<file path="config.mk">
export PLATFORM = sky130hd
export DESIGN_NAME = ysyx_25040129_ifu_fetch_flat
export DESIGN_NICKNAME = d
export VERILOG_FILES = /design/src/rtl/ysyx_25040129_ifu_fetch_if.sv /design/src/rtl/ysyx_25040129_ifu_fetch.sv /design/src/flat_wrapper.sv
export SDC_FILE = /design/constraint.sdc
export NUM_CORES = 1
export LEC_CHECK = 0
export ABC_AREA = 1
export BUFFER_PORTS_ARGS = -buffer_cell sky130_fd_sc_hd__buf_2
export CORE_ASPECT_RATIO = 0.5
export CORE_MARGIN = 1
export CORE_UTILIZATION = 56
export CTS_CLUSTER_DIAMETER = 40
export CTS_CLUSTER_SIZE = 24
export DETAILED_ROUTE_END_ITERATION = 16
export PLACE_DENSITY = 0.85
export SETUP_SLACK_MARGIN = 0.05
export SLEW_MARGIN = 20
export SYNTH_ARGS = -nofsm -noshare
export SYNTH_HDL_FRONTEND = slang
export SYNTH_SLANG_ARGS = --single-unit
</file>
<file path="constraint.sdc">
create_clock -name clock -period 3.2 [get_ports clock]
set_clock_uncertainty 0.2 [all_clocks]
set_input_delay 0.16 -clock clock [delete_from_list [all_inputs] [get_ports clock]]
set_output_delay 0.16 -clock clock [all_outputs]
set_load 0.03 [all_outputs]
</file>
<file path="src/rtl/ysyx_25040129_ifu_fetch_if.sv">
// Signal bundle between the fetch stage and its surroundings: instruction-memory
// read channel, PC redirect from later stages, and the decode-side valid/ready handshake.
interface ysyx_25040129_ifu_fetch_if;
    logic        imem_req_valid;
    logic        imem_req_ready;
    logic [31:0] imem_addr;
    logic        imem_rsp_valid;
    logic [31:0] imem_rsp_data;
    logic        imem_rsp_err;
    logic        redirect_valid;
    logic [31:0] redirect_pc;
    logic        is_req_valid_to_idu;
    logic        is_req_ready_from_idu;
    logic [31:0] inst;
    logic [31:0] pc_out_ifu;

    modport master (
        output imem_req_valid, imem_addr, is_req_valid_to_idu, inst, pc_out_ifu,
        input  imem_req_ready, imem_rsp_valid, imem_rsp_data, imem_rsp_err,
               redirect_valid, redirect_pc, is_req_ready_from_idu
    );

    modport slave (
        input  imem_req_valid, imem_addr, is_req_valid_to_idu, inst, pc_out_ifu,
        output imem_req_ready, imem_rsp_valid, imem_rsp_data, imem_rsp_err,
               redirect_valid, redirect_pc, is_req_ready_from_idu
    );
endinterface

</file>
<file path="src/rtl/ysyx_25040129_ifu_fetch.sv">
// Instruction fetch stage: one outstanding imem read, holds the returned word for decode,
// squashes wrong-path fetches on redirect and counts instructions handed to decode.
module ysyx_25040129_ifu_fetch #(
    parameter logic [31:0] RESET_PC   = 32'h3000_0000,
    parameter logic [31:0] FAULT_INST = 32'h0010_0073
) (
    input  logic                            clock,
    input  logic                            reset,
    ysyx_25040129_ifu_fetch_if.master       bus,
    output logic [31:0]                     perf_fetch_cnt
);
    typedef enum logic [1:0] {
        REQ  = 2'd0,
        WAIT = 2'd1,
        HOLD = 2'd2
    } state_t;

    state_t      state;
    logic [31:0] fetch_pc;
    logic        drop;
    logic [31:0] inst_q;
    logic [31:0] pc_q;

    // Redirect masks valid in HOLD so decode never consumes a word that is being squashed.
    assign bus.imem_req_valid      = (state == REQ) && !reset;
    assign bus.imem_addr           = fetch_pc;
    assign bus.is_req_valid_to_idu = (state == HOLD) && !bus.redirect_valid;
    assign bus.inst                = inst_q;
    assign bus.pc_out_ifu          = pc_q;

    always_ff @(posedge clock) begin
        if (reset) begin
            state          <= REQ;
            fetch_pc       <= RESET_PC;
            drop           <= 1'b0;
            inst_q         <= 32'h0;
            pc_q           <= 32'h0;
            perf_fetch_cnt <= 32'h0;
        end else begin
            unique case (state)
                REQ: begin
                    if (bus.redirect_valid)
                        fetch_pc <= bus.redirect_pc;
                    // An accepted request on the old PC is already wrong-path if redirected now.
                    if (bus.imem_req_ready) begin
                        state <= WAIT;
                        drop  <= bus.redirect_valid;
                    end
                end
                WAIT: begin
                    if (bus.redirect_valid) begin
                        fetch_pc <= bus.redirect_pc;
                        if (bus.imem_rsp_valid) begin
                            state <= REQ;
                            drop  <= 1'b0;
                        end else begin
                            drop  <= 1'b1;
                        end
                    end else if (bus.imem_rsp_valid) begin
                        if (drop) begin
                            state <= REQ;
                            drop  <= 1'b0;
                        end else begin
                            inst_q <= bus.imem_rsp_err ? FAULT_INST : bus.imem_rsp_data;
                            pc_q   <= fetch_pc;
                            state  <= HOLD;
                        end
                    end
                end
                HOLD: begin
                    if (bus.redirect_valid) begin
                        fetch_pc <= bus.redirect_pc;
                        state    <= REQ;
                    end else if (bus.is_req_ready_from_idu) begin
                        fetch_pc       <= pc_q + 32'd4;
                        perf_fetch_cnt <= perf_fetch_cnt + 32'd1;
                        state          <= REQ;
                    end
                end
                default: state <= REQ;
            endcase
        end
    end
endmodule

</file>
<file path="src/flat_wrapper.sv">
// flat-port wrapper written by rule: the top's interface ports become plain ports
module ysyx_25040129_ifu_fetch_flat 
#(
    parameter logic [31:0] RESET_PC   = 32'h3000_0000,
    parameter logic [31:0] FAULT_INST = 32'h0010_0073
)
  (clock, reset, perf_fetch_cnt, bus_imem_req_valid, bus_imem_addr, bus_is_req_valid_to_idu, bus_inst, bus_pc_out_ifu, bus_imem_req_ready, bus_imem_rsp_valid, bus_imem_rsp_data, bus_imem_rsp_err, bus_redirect_valid, bus_redirect_pc, bus_is_req_ready_from_idu);
  ysyx_25040129_ifu_fetch_if bus_i ();
  input  logic clock;
  input  logic reset;
  output logic [31:0] perf_fetch_cnt;
  output wire logic [$bits(bus_i.imem_req_valid)-1:0] bus_imem_req_valid;
  output wire logic [$bits(bus_i.imem_addr)-1:0] bus_imem_addr;
  output wire logic [$bits(bus_i.is_req_valid_to_idu)-1:0] bus_is_req_valid_to_idu;
  output wire logic [$bits(bus_i.inst)-1:0] bus_inst;
  output wire logic [$bits(bus_i.pc_out_ifu)-1:0] bus_pc_out_ifu;
  input wire logic [$bits(bus_i.imem_req_ready)-1:0] bus_imem_req_ready;
  input wire logic [$bits(bus_i.imem_rsp_valid)-1:0] bus_imem_rsp_valid;
  input wire logic [$bits(bus_i.imem_rsp_data)-1:0] bus_imem_rsp_data;
  input wire logic [$bits(bus_i.imem_rsp_err)-1:0] bus_imem_rsp_err;
  input wire logic [$bits(bus_i.redirect_valid)-1:0] bus_redirect_valid;
  input wire logic [$bits(bus_i.redirect_pc)-1:0] bus_redirect_pc;
  input wire logic [$bits(bus_i.is_req_ready_from_idu)-1:0] bus_is_req_ready_from_idu;
  assign bus_imem_req_valid = bus_i.imem_req_valid;
  assign bus_imem_addr = bus_i.imem_addr;
  assign bus_is_req_valid_to_idu = bus_i.is_req_valid_to_idu;
  assign bus_inst = bus_i.inst;
  assign bus_pc_out_ifu = bus_i.pc_out_ifu;
  assign bus_i.imem_req_ready = bus_imem_req_ready;
  assign bus_i.imem_rsp_valid = bus_imem_rsp_valid;
  assign bus_i.imem_rsp_data = bus_imem_rsp_data;
  assign bus_i.imem_rsp_err = bus_imem_rsp_err;
  assign bus_i.redirect_valid = bus_redirect_valid;
  assign bus_i.redirect_pc = bus_redirect_pc;
  assign bus_i.is_req_ready_from_idu = bus_is_req_ready_from_idu;
  ysyx_25040129_ifu_fetch #(.RESET_PC(RESET_PC), .FAULT_INST(FAULT_INST)) u_core (.clock(clock), .reset(reset), .bus(bus_i), .perf_fetch_cnt(perf_fetch_cnt));
endmodule
</file>
==> flow_summary.yaml, run 1 <==
run_status:
  outcome: "complete, no violations"
critical_path:
  slowest_delay_ps: 570
  start_kind: "input port"
  cp_slowest_cell: "dlygate4sd3_1"
  path_max_fanout: 37
  crit_type: "in2reg"
  cp.required_ps: 3270
  endpoint_kind: "register"
  worst_path_most_repeated_cell: "dlygate4sd3_1"
  path_cells: "dlygate4sd3_1 > buf_2 > nor2_1 > dlygate4sd3_1 > nand2_1 > o21ai_4 > inv_4 > o21ai_1 > a31oi_1"
  crit_arrival_ps: 2690
timing:
  tightest_slew_ps: 969
  finalHoldViolCount: 0
  layout_setup_ws_ps: 586
  fin_crit_ps: 2610
  rsz0062_at_grt: "false"
  slew_headroom_pct: 35.4
  maxSlewViolCount: 0
  final-setup-viol-count: 0
  max_freq_ghz: 0.383
  timing.final.crit_share_pct: 81.7
  fin_hold_ws_ps: 39.3
  finalSetupTns_ps: 0
place:
  post-place-ws_ps: 975
  placed_area_um2: 7480
  place_congestion: 0.923
  dp_hpwl_mm: 13.3
  io_buffers: 200
drt:
  wire_per_inst_um: 16.2
  drtPass1Iterations: 5
  vias: 7891
  drt_iter0_drc: 797
  antenna_left: 0
  routed_wl_mm: 22.4
  drc: 0
  vias_per_cell: 5.69
layout:
  area_growth_pct: 36.5
  fin_area_um2: 8800
  drive_gt1_share_pct: 21.4
  nets: 1301
  fillers: 792
clock_network:
  cts_root_buf: "clkbuf_16"
  clk-insertion-delay-late_ps: 420
  path_clk_slew_ps: 60
  numCtsBuffers: 17
  tritoncts: "built"
  cts_resized: 0
  cts_htree_levels: 4
  clock-sinks: 131
  clk_path_buf_depth: 2
  postCtsSetupRepairBufs: 0
  cts_hold_buf: 75
power:
  swShare_pct: 28.2
  seq_power_share_pct: 42.0
  combPwrFrac_pct: 11.6
  ir_drop_uv: 370
  p_leak_nw: 3.77
  intPower_w: 0.00297
  p_per_area_nw_per_um2: 470
  p_sw_w: 0.00117
  clkPwrFrac_pct: 46.5
worst_hold_path:
  hold_class: "in2reg"
die:
  rows: 27
  start_util_pct: 58.0
  dieArea_um2: 12000
  core_um2: 11100
  die_x_um: 154
  die_h_um: 77.9
  num_io_pins: 201
global_route:
  grt_max_degree: 78
  grt_pass1_wl_mm: 36.0
  grtUsageTotal_pct: 37.8
  grt.overflow.total: 0
  grt_pass1_vias: 7497
  antenna_found_initial: 1
synthesis:
  ys_seq_area_share_pct: 40.7
  synth_top_family_by_area: "simple AND/OR/NAND/NOR gates"
  muxShareOfSynthArea_pct: 0
  synth_compound_area_share_pct: 17.4
  synth_xor_area_share_pct: 0.815
  yosys.area.top_type: "dfxtp_1"
  yosysMostFrequentCell: "nand2_1"
  synth_cell_types: 36
  synth-warning-count: 0
  synth-edff-count: 0
  syn_nets: 1046
  netlist_instances: 973
  synthArstFlopShare_pct: 0
  synth_adder_area_share_pct: 0.388
  syn_avg_cell_area_um2: 6.63
  ys_ff_latch: 131
  synth_top_cell_area_share_pct: 40.7
  synth-simple-area-share_pct: 33.6
  ys.flop_type: "dfxtp_1"
  synthTopCellsByArea: "dfxtp_1 (41%), nand2_1 (14%), a21oi_1 (8.4%)"
  syn_area_um2: 6450
  synth_common_cells: "nand2_1 (242), nor2_1 (141), dfxtp_1 (131)"
run:
  max_cap_violations: 0
-- power by group through the flow --
stage | registers [W] | logic (W) | clock network [W]
final | 0.00174 | 0.000479 | 0.00192
after global routing | 0.00174 | 0.000509 | 0.00200
after CTS | 0.00173 | 0.000460 | 0.00192
after detailed placement | 0.00177 | 0.000391 | 0
after global placement | 0.00177 | 0.000383 | 0
after floorplan | 0.00186 | 0.000158 | 0
-- per-layer routing --
metal  vias up  routed length [µm]  track usage (%)
met3       104                1960             9.22
li1       3704                   -                -
met4         0                1030             21.4
met2       505               10600             65.2
met1      3578                8810             43.4
met5         -                   0                0
-- cell type report --
| class | count | area [µm²] | share of cell area (%) |
|---|---|---|---|
| sequential | 131 | 2620 | 29.8 |
| multi-input combinational | 727 | 3370 | 38.3 |
| clock inverter | 13 | 126 | 1.44 |
| timing repair buffer | 279 | 1780 | 20.2 |
| antenna | 1 | 2.50 | 0.0284 |
| clock buffer | 19 | 443 | 5.03 |
| tap | 145 | 181 | 2.06 |
| inverter | 72 | 274 | 3.11 |
-- metrics by stage --
stage | utilization (%) | total power, W | instances
after global placement | 67.3 | 0.00215 | 1279
after global routing | 79.2 | 0.00425 | 1387
after floorplan | - | 0.00202 | 973
final | 79.2 | 0.00414 | 1387
after CTS | 79.2 | 0.00411 | 1386
after detailed placement | 67.3 | 0.00216 | 1279
-- sequential cells by signal, indices dropped and copies added, names as in the netlist --
signal and flops:
u_core.bus.imem_addr 32, u_core.bus.inst 32, u_core.bus.pc_out_ifu 32, u_core.drop 1, u_core.perf_fetch_cnt 32, u_core.state 2
-- critical path, delay by kind of cell --
kind | cells | cell delay (ps)
buf+inv | 4 | 1580
compound gates | 3 | 720
simple gates | 2 | 210
-- layout by cell type, fill, tap and decap left out, drive strengths merged --
| master | count |
|---|---|
| nor3 | 15 |
| a21oi | 108 |
| o21bai | 2 |
| o21a | 14 |
| nand3b | 9 |
| ha | 2 |
| clkinv | 7 |
| xor2 | 4 |
| or2 | 3 |
| o211ai | 1 |
| clkinvlp | 3 |
| nand3 | 75 |
| bufinv | 1 |
| o21ai | 76 |
| nor4 | 1 |
| clkbuf | 19 |
| inv | 74 |
| nand4 | 11 |
| dfxtp | 131 |
| a21o | 2 |
| buf | 204 |
| dlygate4sd3 | 75 |
| xnor2 | 2 |
| nor2 | 151 |
| diode | 1 |
| a31oi | 8 |
| nand2 | 243 |
-- path summary, 6_finish.rpt --
check,startpoint,endpoint,slack (ps),cells after the start
max,bus_is_req_ready_from_idu,u_core.bus.imem_addr[4],590,9
min,bus_redirect_pc[30],u_core.bus.imem_addr[30],40,4
max reg2reg,u_core.state[0],u_core.bus.inst[5],740,7
min reg2reg,u_core.bus.inst[31],u_core.bus.inst[31],260,2
-- cells by family (layout without fill, tap and decap cells) --
| kind of cell | after synthesis | count (layout) |
|---|---|---|
| buffers and inverters | 115 | 383 |
| other | 0 | 1 |
| DFF | 131 | 131 |
| adders and majority gates | 2 | 2 |
| and+or+nand+nor | 508 | 508 |
| xor gates and xnor gates | 6 | 6 |
| AOI/OAI and AO/OA | 211 | 211 |
Note: power is estimated with default switching activity, not from simulation.
==> run 2, diff against run 1 <==
--- a/config.mk
+++ b/config.mk
@@ -5,15 +5,15 @@
 export SDC_FILE = /design/constraint.sdc
 export NUM_CORES = 1
 export LEC_CHECK = 0
-export ABC_AREA = 1
+export ABC_AREA = 0
 export BUFFER_PORTS_ARGS = -buffer_cell sky130_fd_sc_hd__buf_2
 export CORE_ASPECT_RATIO = 0.5
 export CORE_MARGIN = 1
-export CORE_UTILIZATION = 56
+export CORE_UTILIZATION = 46
 export CTS_CLUSTER_DIAMETER = 40
 export CTS_CLUSTER_SIZE = 24
 export DETAILED_ROUTE_END_ITERATION = 16
-export PLACE_DENSITY = 0.85
+export PLACE_DENSITY = 0.76
 export SETUP_SLACK_MARGIN = 0.05
 export SLEW_MARGIN = 20
 export SYNTH_ARGS = -nofsm -noshare
==> constraint.sdc (replaced) <==
create_clock -name clock -period 2.4 [get_ports clock]
set_clock_uncertainty 0.2 [all_clocks]
set_input_delay 0.12 -clock clock [delete_from_list [all_inputs] [get_ports clock]]
set_output_delay 0.12 -clock clock [all_outputs]
set_load 0.03 [all_outputs]
==> flow_summary.yaml, run 2 <==
run_status:
  outcome: "finished with violations"
  failed_checks: "DRC"
synthesis:
  ys_seq_area_share_pct: 43.8
  synth_top_family_by_area: "simple AND/OR/NAND/NOR gates"
  syn_avg_cell_area_um2: 7.90
  synth-warning-count: 0
  synth_top_cell_area_share_pct: 43.8
  synthTopCellsByArea: "dfxtp_1 (44%), nand2_1 (9.1%), a21oi_1 (6.9%)"
  synth_cell_types: 52
  ys.flop_type: "dfxtp_1"
  synth_compound_area_share_pct: 12.5
  synthArstFlopShare_pct: 0
  syn_nets: 831
  yosysMostFrequentCell: "nand2_1"
  synth-edff-count: 0
  synth_adder_area_share_pct: 0.418
  synth_common_cells: "nand2_1 (146), dfxtp_1 (131), a21oi_1 (83)"
  synth_xor_area_share_pct: 7.17
  netlist_instances: 758
  ys_ff_latch: 131
  yosys.area.top_type: "dfxtp_1"
  synth-simple-area-share_pct: 31.4
  muxShareOfSynthArea_pct: 0.418
  syn_area_um2: 5990
layout:
  area_growth_pct: 42.7
  nets: 1091
  mostFrequentLayoutCells: "buf_2 (199), nand2_1 (146), dfxtp_1 (130), a21oi_1 (82), dlygate4sd3_1 (68)"
  fin_area_um2: 8540
  n_antenna_cell: 0
  fin_cells: 1201
  drive_gt1_share_pct: 25.7
  final_common_cell: "buf_2"
drt:
  antenna_left: 0
  drt_iter0_drc: 503
  wire_per_inst_um: 15.3
  routed_wl_mm: 18.4
  vias_per_cell: 5.43
  drc: 2
  vias: 6517
  drtPass1Iterations: 11
clock_network:
  numCtsBuffers: 17
  cts_htree_levels: 4
  path_clk_slew_ps: 60
  postCtsSetupRepairBufs: 0
  tritoncts: "built"
  cts_hold_buf: 68
  cts_root_buf: "clkbuf_16"
  clk_path_buf_depth: 2
  cts_resized: 0
  clock-sinks: 131
  clk-insertion-delay-late_ps: 410
critical_path:
  crit_type: "reg2reg"
  crit_arrival_ps: 2300
  cp.required_ps: 2470
  path_max_fanout: 7
  endpoint_kind: "register"
  start_kind: "register"
timing:
  final-setup-viol-count: 0
  timing.final.crit_share_pct: 92.7
  fin_crit_ps: 2220
  maxSlewViolCount: 0
  layout_setup_ws_ps: 176
  finalSetupTns_ps: 0
  finalHoldViolCount: 0
  slew_headroom_pct: 59.9
  rsz0062_at_grt: "false"
  tightest_slew_ps: 602
  max_freq_ghz: 0.450
die:
  rows: 29
  die_h_um: 82.7
  num_io_pins: 201
  die_x_um: 163
  start_util_pct: 47.3
  core_um2: 12700
  dieArea_um2: 13500
worst_hold_path:
  hold_class: "in2reg"
global_route:
  antenna_found_initial: 0
  grt_max_degree: 131
  grt_pass1_vias: 5717
  grt.overflow.total: 0
  grtUsageTotal_pct: 26.6
  grt_pass1_wl_mm: 28.3
place:
  place_inst: 1101
  post-place-ws_ps: 237
  placed_area_um2: 7240
  place_congestion: 0.833
  io_buffers: 200
  dp_hpwl_mm: 11.4
run:
  max_cap_violations: 0
power:
  p_leak_nw: 3.51
  p_per_area_nw_per_um2: 655
  ir_drop_uv: 478
run 2: cell types whose count changed in the layout (fill, tap and decap cells not counted), moves of 25 or more:
cell     previous run  this run
nand2_1           242       146
o21ai_1            25         0
o21ai_0            50        16
a21oi_1           108        82
nor2_1            141        61
inv_1              61        14
nand3_1            73        18
nor3_1             11        38
xnor2_1             2        39
run 2: per-stage QoR:
step                      power, W  util (%)  hold WS [ps]
after global placement     0.00279      57.2           140
final                      0.00560      67.5          19.4
after CTS                  0.00562      67.5          23.0
after global routing       0.00578      67.5          46.4
after detailed placement   0.00279      57.2           148
after floorplan            0.00261         -          40.0
run 2: area by class of cell:
class,count,area (µm²)
clock buffer,23,468
tap,170,213
timing repair buffer,294,1920
sequential,131,2620
inverter,14,52.6
fill,1002,4120
clock inverter,9,153
multi-input combinational,560,3120
run 2: layer usage:
layer / track usage [%] / up-vias / share of wire (%)
met5: 0 / - / 0
met4: 10.9 / 0 / 2.6
met3: 6.89 / 44 / 8.2
met2: 43.7 / 300 / 47
met1: 33.7 / 3025 / 42
li1: - / 3148 / -
run 2: path summary, 6_finish.rpt:
kind / start / end / slack [ps] / depth (start not counted)
max: u_core.bus.pc_out_ifu[2] / u_core.bus.imem_addr[20] / 180 / 6
min: reset / u_core.drop / 20 / 5
max reg2reg: u_core.bus.pc_out_ifu[2] / u_core.bus.imem_addr[20] / 180 / 6
min reg2reg: u_core.bus.inst[31] / u_core.bus.inst[31] / 250 / 2
run 2: worst max-delay path, stage by stage, from the launching register on:
cell	delay, ps
dfxtp_1	420
ha_1	230
nand3_1	270
nand2b_1	340
o31a_1	310
o21ai_0	220
a21oi_1	90
run 2: power breakdown:
part	internal, W	switching [W]	total [W]
clock	0.00179	0.000959	0.00275
sequential	0.00223	0.0000506	0.00228
combinational	0.000237	0.000324	0.000562
run 2: cell families (layout without fill, tap and decap cells):
| group | Yosys count | in the layout |
|---|---|---|
| flops | 131 | 131 |
| buf+inv | 67 | 340 |
| mux | 2 | 2 |
| compound gates | 131 | 131 |
| simple gates | 376 | 376 |
| xor+xnor | 49 | 49 |
| fa+ha+maj | 2 | 2 |
==> run 3, diff against run 2 <==
--- a/config.mk
+++ b/config.mk
@@ -7,13 +7,13 @@
 export LEC_CHECK = 0
 export ABC_AREA = 0
 export BUFFER_PORTS_ARGS = -buffer_cell sky130_fd_sc_hd__buf_2
-export CORE_ASPECT_RATIO = 0.5
+export CORE_ASPECT_RATIO = 0.75
 export CORE_MARGIN = 1
-export CORE_UTILIZATION = 46
+export CORE_UTILIZATION = 51
 export CTS_CLUSTER_DIAMETER = 40
 export CTS_CLUSTER_SIZE = 24
 export DETAILED_ROUTE_END_ITERATION = 16
-export PLACE_DENSITY = 0.76
+export PLACE_DENSITY = 0.8
 export SETUP_SLACK_MARGIN = 0.05
 export SLEW_MARGIN = 20
 export SYNTH_ARGS = -nofsm -noshare
==> constraint.sdc (replaced) <==
create_clock -name clock -period 2.15 [get_ports clock]
set_clock_uncertainty 0.2 [all_clocks]
set_input_delay 0.1075 -clock clock [delete_from_list [all_inputs] [get_ports clock]]
set_output_delay 0.1075 -clock clock [all_outputs]
set_load 0.03 [all_outputs]
==> flow_summary.yaml, run 3 (same netlist as run 2, synthesis figures left out) <==
drt:
  vias: 6938
  routed_wl_mm: 21.1
  drt_iter0_drc: 568
  wire_per_inst_um: 17.3
  drtPass1Iterations: 5
  drc: 0
  vias_per_cell: 5.70
  antenna_left: 0
power:
  p_per_area_nw_per_um2: 700
  ir_drop_uv: 646
  p_leak_nw: 3.69
run_status:
  outcome: "complete, no violations"
clock_network:
  cts_htree_levels: 4
  path_clk_slew_ps: 60
  clk_path_buf_depth: 2
  clk-insertion-delay-late_ps: 410
  postCtsSetupRepairBufs: 0
  tritoncts: "built"
  numCtsBuffers: 17
  clock-sinks: 131
  cts_root_buf: "clkbuf_16"
global_route:
  grt_pass1_vias: 6426
  antenna_found_initial: 0
  grt_pass1_wl_mm: 31.6
  grt_max_degree: 94
  grtUsageTotal_pct: 33.2
  grt.overflow.total: 0
die:
  die_x_um: 127
  rows: 33
  start_util_pct: 53.5
  num_io_pins: 201
  die_h_um: 95.9
  dieArea_um2: 12200
  core_um2: 11200
layout:
  multi_input_area_um2: 3140
  seq_area_um2: 2660
  mostFrequentLayoutCells: "buf_2 (198), nand2_1 (146), dfxtp_1 (113), a21oi_1 (82), dlygate4sd3_1 (69)"
  area_growth_pct: 47.6
  final_common_cell: "buf_2"
  fillers: 718
  nets: 1120
  drive_gt1_share_pct: 29.8
  n_antenna_cell: 0
run:
  max_cap_violations: 0
critical_path:
  start_kind: "register"
  path_max_fanout: 8
  cp.required_ps: 2240
  crit_type: "reg2reg"
  endpoint_kind: "register"
  crit_arrival_ps: 2140
timing:
  finalHoldViolCount: 0
  final-setup-viol-count: 0
  max_freq_ghz: 0.489
  rsz0062_at_grt: "true"
  fin_hold_ws_ps: 71.4
  slew_headroom_pct: 67.8
  maxSlewViolCount: 0
  fin_crit_ps: 2050
  tightest_slew_ps: 483
  finalSetupTns_ps: 0
  timing.final.crit_share_pct: 95.2
place:
  dp_hpwl_mm: 11.9
  place_congestion: 0.876
  io_buffers: 200
worst_hold_path:
  hold_class: "in2reg"
[run 3: changes by cell type in the layout (fill, tap and decap cells not counted), moves of 2 or more]
| cell | before | now |
|---|---|---|
| clkbuf_16 | 17 | 19 |
| dfxtp_4 | 0 | 4 |
| buf_6 | 0 | 2 |
| dfxtp_2 | 1 | 14 |
| dfxtp_1 | 130 | 113 |
| buf_4 | 24 | 49 |
[run 3: critical path, cell delays in order, from the launching register on]
cell     delay [ps]
dfxtp_1         480
and4_1          360
nand2_1         130
buf_4           190
nor3_1          300
xnor2_1         170
a31oi_1         110
[run 3: final timing paths]
path | from | end | slack, ps | cells after the start
setup reg to reg | u_core.bus.pc_out_ifu[6] | u_core.bus.imem_addr[27] | 100 | 6
setup / recovery | u_core.bus.pc_out_ifu[6] | u_core.bus.imem_addr[27] | 100 | 6
hold / removal | bus_redirect_valid | u_core.drop | 70 | 6
hold reg to reg | u_core.bus.inst[18] | u_core.bus.inst[18] | 250 | 2
[run 3: stage by stage]
step / total power (W) / instances / cell area, µm² / util (%) / setup WS [ps]
after floorplan: 0.00291 / 758 / 6020 / - / 56.8
after global placement: 0.00312 / 1114 / 7450 / 66.6 / 207
after detailed placement: 0.00312 / 1114 / 7450 / 66.6 / 172
after CTS: 0.00616 / 1215 / 8750 / 78.2 / 75.0
after global routing: 0.00636 / 1217 / 8840 / 79.0 / 8.54
final: 0.00619 / 1217 / 8840 / 79.0 / 103
[run 3: layout make-up]
cell class              count  area share (%)
clock buffers              23            5.41
clock inverters             9            1.46
inverters                  14           0.594
multi-input cells         560            35.5
flip-flops and latches    131            30.0
well taps                 157            2.22
repair buffers            323            24.8
[run 3: what timing repair did]
action,4_1_cts,5_1_grt
resized for setup,1,11
gates cloned,0,2
endpoints found under the setup margin,1,17
endpoints found under the hold margin,91,0
hold buffers,69,0
[run 3: where the power goes]
| group | switching [W] | internal [W] | leakage [nW] |
|---|---|---|---|
| registers | 0.0000572 | 0.00249 | 1.07 |
| logic | 0.000397 | 0.000284 | 2.33 |
| clock network | 0.00105 | 0.00191 | 0.293 |
| total | 0.00151 | 0.00469 | 3.69 |
[run 3: routing by layer]
metal	track usage [%]	vias up	routed length, µm
met5	0	-	0
met1	39.1	3228	8480
met3	8.17	77	1790
met2	56.0	424	10100
met4	19.1	0	730
li1	-	3209	-
